==> src/rtl/turn_timer.sv <==
// Two-player move timer: prescaled seconds countdown with pause, turn hand-over,
// and either per-turn reload or chess-style persistent time banks.
module turn_timer #(
  parameter int TICK_DIV = 50_000_000,
  parameter int SEC_W    = 8,
  parameter int TURN_SEC = 10,
  parameter int WARN_SEC = 3,
  parameter int MODE     = 0
) (
  input  logic             clk,
  input  logic             timer_rst,
  input  logic             start,
  input  logic             pause,
  input  logic             turn_done,
  output logic             cur_player,
  output logic [SEC_W-1:0] sec_left,
  output logic             running,
  output logic             warning,
  output logic             expire_pulse,
  output logic             time_expire
);

  localparam int PW = (TICK_DIV > 1) ? $clog2(TICK_DIV) : 1;
  localparam logic [PW-1:0]    PRE_MAX  = PW'(TICK_DIV - 1);
  localparam logic [SEC_W-1:0] TURN_VAL = SEC_W'(TURN_SEC);
  localparam logic [SEC_W-1:0] WARN_VAL = SEC_W'(WARN_SEC);
  localparam logic [SEC_W-1:0] ONE_SEC  = SEC_W'(1);

  localparam logic [1:0] IDLE    = 2'd0;
  localparam logic [1:0] RUN     = 2'd1;
  localparam logic [1:0] PAUSED  = 2'd2;
  localparam logic [1:0] EXPIRED = 2'd3;

  logic [1:0]       state, state_n;
  logic [PW-1:0]    presc, presc_n;
  logic [SEC_W-1:0] bank0, bank0_n, bank1, bank1_n;
  logic [SEC_W-1:0] cur_bank;
  logic             player_n, pulse_n, tick;

  assign cur_bank = cur_player ? bank1 : bank0;
  assign tick     = (presc == PRE_MAX);

  // next-state and datapath update for all four states
  always_comb begin
    state_n  = state;
    presc_n  = presc;
    bank0_n  = bank0;
    bank1_n  = bank1;
    player_n = cur_player;
    pulse_n  = 1'b0;
    case (state)
      IDLE: begin
        if (start) begin
          state_n = RUN;
          presc_n = '0;
        end else begin
          state_n = IDLE;
        end
      end
      RUN: begin
        // a completed move beats both pause and a same-cycle tick
        if (turn_done) begin
          player_n = ~cur_player;
          presc_n  = '0;
          if (MODE == 0) begin
            bank0_n = TURN_VAL;
            bank1_n = TURN_VAL;
          end else begin
            bank0_n = bank0;
            bank1_n = bank1;
          end
          state_n = pause ? PAUSED : RUN;
        end else if (pause) begin
          state_n = PAUSED;
        end else if (tick) begin
          presc_n = '0;
          if (cur_bank != '0) begin
            if (cur_player) begin
              bank1_n = bank1 - ONE_SEC;
            end else begin
              bank0_n = bank0 - ONE_SEC;
            end
          end else begin
            bank0_n = bank0;
          end
          if (cur_bank == ONE_SEC) begin
            state_n = EXPIRED;
            pulse_n = 1'b1;
          end else begin
            state_n = RUN;
          end
        end else begin
          presc_n = presc + PW'(1);
        end
      end
      PAUSED: begin
        if (!pause) begin
          state_n = RUN;
        end else begin
          state_n = PAUSED;
        end
      end
      EXPIRED: begin
        if (start) begin
          state_n  = RUN;
          player_n = ~cur_player;
          bank0_n  = TURN_VAL;
          bank1_n  = TURN_VAL;
          presc_n  = '0;
        end else begin
          state_n = EXPIRED;
        end
      end
      default: begin
        state_n = IDLE;
        presc_n = '0;
      end
    endcase
  end

  // state registers with synchronous reset
  always_ff @(posedge clk) begin
    if (timer_rst) begin
      state        <= IDLE;
      presc        <= '0;
      bank0        <= TURN_VAL;
      bank1        <= TURN_VAL;
      cur_player   <= 1'b0;
      expire_pulse <= 1'b0;
    end else begin
      state        <= state_n;
      presc        <= presc_n;
      bank0        <= bank0_n;
      bank1        <= bank1_n;
      cur_player   <= player_n;
      expire_pulse <= pulse_n;
    end
  end

  assign sec_left    = cur_bank;
  assign running     = (state == RUN);
  assign time_expire = (state == EXPIRED);
  assign warning     = ((state == RUN) || (state == PAUSED)) &&
                       (cur_bank != '0) && (cur_bank <= WARN_VAL);

endmodule

==> config.mk <==
export PLATFORM = sky130hd
export DESIGN_NAME = turn_timer
export DESIGN_NICKNAME = d
export VERILOG_FILES = /design/src/rtl/turn_timer.sv
export SDC_FILE = /design/constraint.sdc
export NUM_CORES = 1
export LEC_CHECK = 0
export CAP_MARGIN = 10
export CORE_MARGIN = 5
export CORE_UTILIZATION = 50
export CTS_BUF_LIST = sky130_fd_sc_hd__clkbuf_8 sky130_fd_sc_hd__clkbuf_16
export DETAILED_ROUTE_END_ITERATION = 12
export PLACE_DENSITY = 0.68
export SYNTH_ARGS = -nofsm -noshare
export SYNTH_HDL_FRONTEND = slang
export SYNTH_SLANG_ARGS = --single-unit
==> constraint.sdc <==
create_clock -name clk -period 5.16 [get_ports clk]
set_input_delay 1.032 -clock clk [delete_from_list [all_inputs] [get_ports clk]]
set_output_delay 1.032 -clock clk [all_outputs]
set_load 0.1 [all_outputs]
# Yosys cells after proc, flatten, opt, wreduce, memory -nomap -nowiden
# Index checks and enable logic that the tools add are counted.
[word_totals]
register_bits = 46
input_bits = 5
output_inout_bits = 13
wordCells = 71
[op_classes]
addsub = 3
order_cmp = 1
eq_ne = 14
muxes = 31
bitwise = 3
reduce_logical = 13
[op_table]
columns = ["operator", "n"]
rows = [
  ["26-bit 2-to-1 mux", 4],
  ["8-bit 2-to-1 mux", 12],
  ["26-bit one-hot mux with 2 select lines", 1],
  ["8-bit one-hot mux with 2 select lines", 2],
  ["26-bit by 1-bit adder with 26-bit output, second input constant", 1],
  ["26-bit equality test, second input constant", 1],
  ["8-bit by 1-bit subtractor with 8-bit output, second input constant", 2],
  ["2-bit 2-to-1 mux", 6],
  ["6-bit AND reduction", 2],
  ["3-bit inequality test, second input constant", 3],
  ["8-bit by 1-bit equality test with 1-bit output, second input constant", 1],
  ["8-bit by 2-bit less-or-equal comparator with 1-bit output, second input constant", 1],
  ["2-bit one-hot mux with 4 select lines", 1],
  ["8-bit nonzero test", 1],
  ["3-bit by 2-bit inequality test with 1-bit output, second input constant", 2],
  ["3-bit AND reduction", 2],
  ["5-bit OR reduction", 1],
  ["2-bit equality test, second input constant", 2],
  ["1-bit 2-to-1 mux", 4],
  ["2-bit inequality test, second input constant", 2],
  ["4-bit by 3-bit inequality test with 1-bit output, second input constant", 1],
  ["2-bit nonzero test", 2],
  ["1-bit inverter", 3],
  ["2-bit by 1-bit equality test with 1-bit output, second input constant", 1],
  ["6 further kinds", 7],
]

# Longest topological paths before layout
[depth]
word_depth = 7
depth_mapped = 9
ltp_nobuf = 7

# Worst setup path after synthesis
# No wires, ideal clock.
[synth_timing]
path_kind = "reg2out"
startpoint = "register cur_player"
endpoint = "output port warning"
t_arrival_ps = 4869
required_time_ps = 4128
path_slack_ps = -741
path_stages_with_launch = 4
path_buffers = 0
cell_sequence = "dfxtp_1 or3b_2 o22a_1 nor4b_1"
[synth_between]
elab_chain_cells = 4
elab_cells_between_ends = 5
classes_between = "order compare (1); mux (1); reduce/logical (3)"
[synth_rtl]
columns = ["item", "line", "text"]
rows = [
  ["start: declaration", "15", "output logic cur_player,"],
  ["start signal: assignment", "135", "cur_player <= player_n;"],
  ["8-bit 2-to-1 mux (*)", "40", "assign cur_bank = cur_player ? bank1 : bank0;"],
  ["parallel branches: the longest is 2 deep, another holds 8-bit by 2-bit less-or-equal comparator with 1-bit output", "-", ""],
  ["1-bit logical AND (*)", "144", "(cur_bank != '0) && (cur_bank <= WARN_VAL);"],
  ["end: declaration", "18", "output logic warning,"],
]
# Mark *: on every way between the ends.

# Worst setup path in the final report
# Ends and elaborated chain as after synthesis.

==> results.py <==
metrics = {
    "clock_tree": {
        "path_clk_slew_ns": 0.08,
        "cts_resized": 0,
        "clk_path_buf_depth": 2,
        "cts_buffers": 5,
        "post_cts_buffers": 0,
        "cts_max_level": 2,
        "clock-sinks": 46,
        "ctsRootBufferMaster": "clkbuf_8",
        "clock_latency_ns": 0.30,
        "postCtsHoldBufs": 0,
        "cts_tree": "yes",
    },
    "timing": {
        "finalMaxSlewViolations": 0,
        "slew_headroom": 0.292,
        "fmax_ghz": 0.286,
        "setup_tns_ns": 0,
        "fin_crit_sh": 0.677,
        "setup_viol": 0,
        "fin_crit_ns": 3.49,
        "rsz0062_at_grt": "no",
        "tightestPinTransition_ns": 1.05,
        "finalHoldViolCount": 0,
        "fin_skew_ns": 0.00754,
    },
    "global_route": {
        "grt_pass1_vias": 2381,
        "grt_pass1_wl_um": 11700,
        "grt_max_degree": 23,
        "grt_usage": 0.197,
        "globalRouteOverflowTotal": 0,
        "antenna_found_initial": 0,
    },
    "critical_path": {
        "r2r_slack_ns": 2.58,
        "r2r-end": "presc[15]",
        "cp_max_fo": 22,
        "reg2reg_from": "presc[7]",
        "start_kind": "flip-flop",
        "crit_required_ns": 4.13,
        "arrival_ns": 2.46,
        "worstRegToRegCells": 6,
        "critical_path_class": "reg -> out",
        "critPathLaunch": "cur_player",
        "crit_end": "warning",
        "cp-end-kind": "output port",
    },
    "yosys": {
        "synthArstFlopShare": 0,
        "netlist.area_leader.share": 0.336,
        "synthCells": 346,
        "synth-main-ff-cell": "dfxtp_1",
        "yosysMostFrequentCell": "dfxtp_1",
        "synth_nets": 359,
        "yosysUniqueCellTypes": 55,
        "synth_commonest_cells": "46 x dfxtp_1, 43 x nor2_1, 28 x nand2_1",
        "yosysWarnings": 0,
        "ys_seq_area_frac": 0.336,
        "synth.avg_cell_area_sq_um": 7.91,
        "yosys.area.top_type": "dfxtp_1",
        "synth_area_sq_mm": 0.00274,
        "synth-edff-count": 0,
        "yosys-top-cells-area": "dfxtp_1 34%, nor2_1 5.9%, nor3_1 4.0%",
        "ys_seq_elements": 46,
    },
    "placed_design": {
        "globalplace.congestion": 0.830,
        "dp_hpwl_um": 4770,
        "place.port_buffers": 17,
    },
    "status": {
        "status": "finished, final reports clean",
    },
    "layout": {
        "nets": 371,
        "seqCellArea_sq_um": 921,
        "diodes": 0,
        "multi_input_area_sq_mm": 0.00171,
        "fill_cells": 533,
        "final_core_util": 0.573,
        "syn_to_final_growth_pct": 13.2,
        "drive_above_1_share": 0.0891,
    },
    "power": {
        "power.leakage_nw": 0.994,
        "ir_drop_mv": 0.189,
        "p_per_area_mw_per_mm2": 278,
    },
    "drt": {
        "routed_wl_um": 6800,
        "first_iter_violations": 238,
        "drc": 0,
        "avgRoutedWirePerCell_um": 15.8,
        "via_count": 2598,
        "vias_per_cell": 6.03,
        "drt_pass1_iterations": 4,
        "postRouteAntennaNets": 0,
    },
    "floorplanning": {
        "die_w_um": 84.0,
        "ios": 18,
        "dieArea_sq_mm": 0.00706,
        "initial_core_util": 0.506,
        "std_cell_rows": 27,
        "die_y_um": 84.0,
        "core_region_area_sq_mm": 0.00541,
    },
    "hold_path": {
        "worst_hold_path_type": "reg -> reg",
    },
    "flow_run": {
        "cap_viol_max_count": 0,
    },
}
-- registers in the layout, indices dropped and copies added (netlist names) --
name          count
cur_player        1
state             2
bank0             8
presc            26
expire_pulse      1
bank1             8
-- critical path: stages (launching register included) --
cell,delay (ns)
dfxtp_1,0.74
or3b_2,0.50
o22a_1,0.28
nor4b_2,0.31
buf_4,0.33
-- metal layers --
metal	vias up	global-route usage	routed length [um]
met5	-	0	0
met3	5	0.0276	283
met4	0	0.0439	57
met1	1241	0.279	3210
li1	1291	-	-
met2	61	0.319	3250
-- through the flow --
step	hold WS (ns)	instance area, sq um	cells	setup slack [ns]	total power [W]
CTS	0.453	3100	431	1.66	0.000864
floorplan	0.419	2740	346	0.663	0.000496
finish	0.451	3100	431	1.67	0.000860
detailed placement	0.439	2960	423	1.72	0.000532
global route	0.490	3100	431	1.50	0.000893
global placement	0.436	2960	423	1.80	0.000530
-- worst min path at each step --
stage	startpoint	end	slack, ns	cells past startpoint
6_report	bank0[7]	bank0[7]	0.45	2
5_1_grt	bank0[7]	bank0[7]	0.49	2
4_1_cts	bank0[7]	bank0[7]	0.45	2
3_5_place_dp	bank0[7]	bank0[7]	0.44	2
3_3_place_gp	bank0[7]	bank0[7]	0.44	2
2_1_floorplan	bank0[7]	bank0[7]	0.42	2
-- placed cells by master (no fill, tap or decap), types with 6 or more instances in the layout --
master	count
nor2_1	43
ha_1	8
nand3_1	15
nand4_1	17
nor4_1	6
or3_1	9
clkbuf_8	6
a21oi_1	14
inv_1	15
nand2_1	28
clkdlybuf4s50_1	16
o41ai_1	7
dfxtp_1	46
xor2_1	8
o21ai_0	13
a31oi_1	8
nor3_1	22
xnor2_1	9
-- where the power goes --
group | leakage [nW] | internal [W] | total (W) | switching (W)
logic | 0.551 | 0.0000426 | 0.000153 | 0.000111
clock network | 0.0714 | 0.000207 | 0.000335 | 0.000128
registers | 0.372 | 0.000361 | 0.000372 | 0.0000113
total | 0.994 | 0.000610 | 0.000860 | 0.000250
-- final cells by class --
cell class / instances / area share
timing repair buffer: 19 / 0.0590
sequential: 46 / 0.297
clock buffer: 6 / 0.0267
tap: 72 / 0.0291
clock inverter: 2 / 0.0194
multi-input combinational: 271 / 0.550
inverter: 15 / 0.0182
-- cells by family after synthesis --
family / count (synthesis) / share of synthesized area
simple gates: 175 / 0.343
compound gates: 63 / 0.155
fa+ha+maj: 8 / 0.0366
mux: 8 / 0.0320
flops: 46 / 0.336
xor+xnor: 17 / 0.0544
buf+inv: 29 / 0.0430
(Power assumes the default switching activity.)
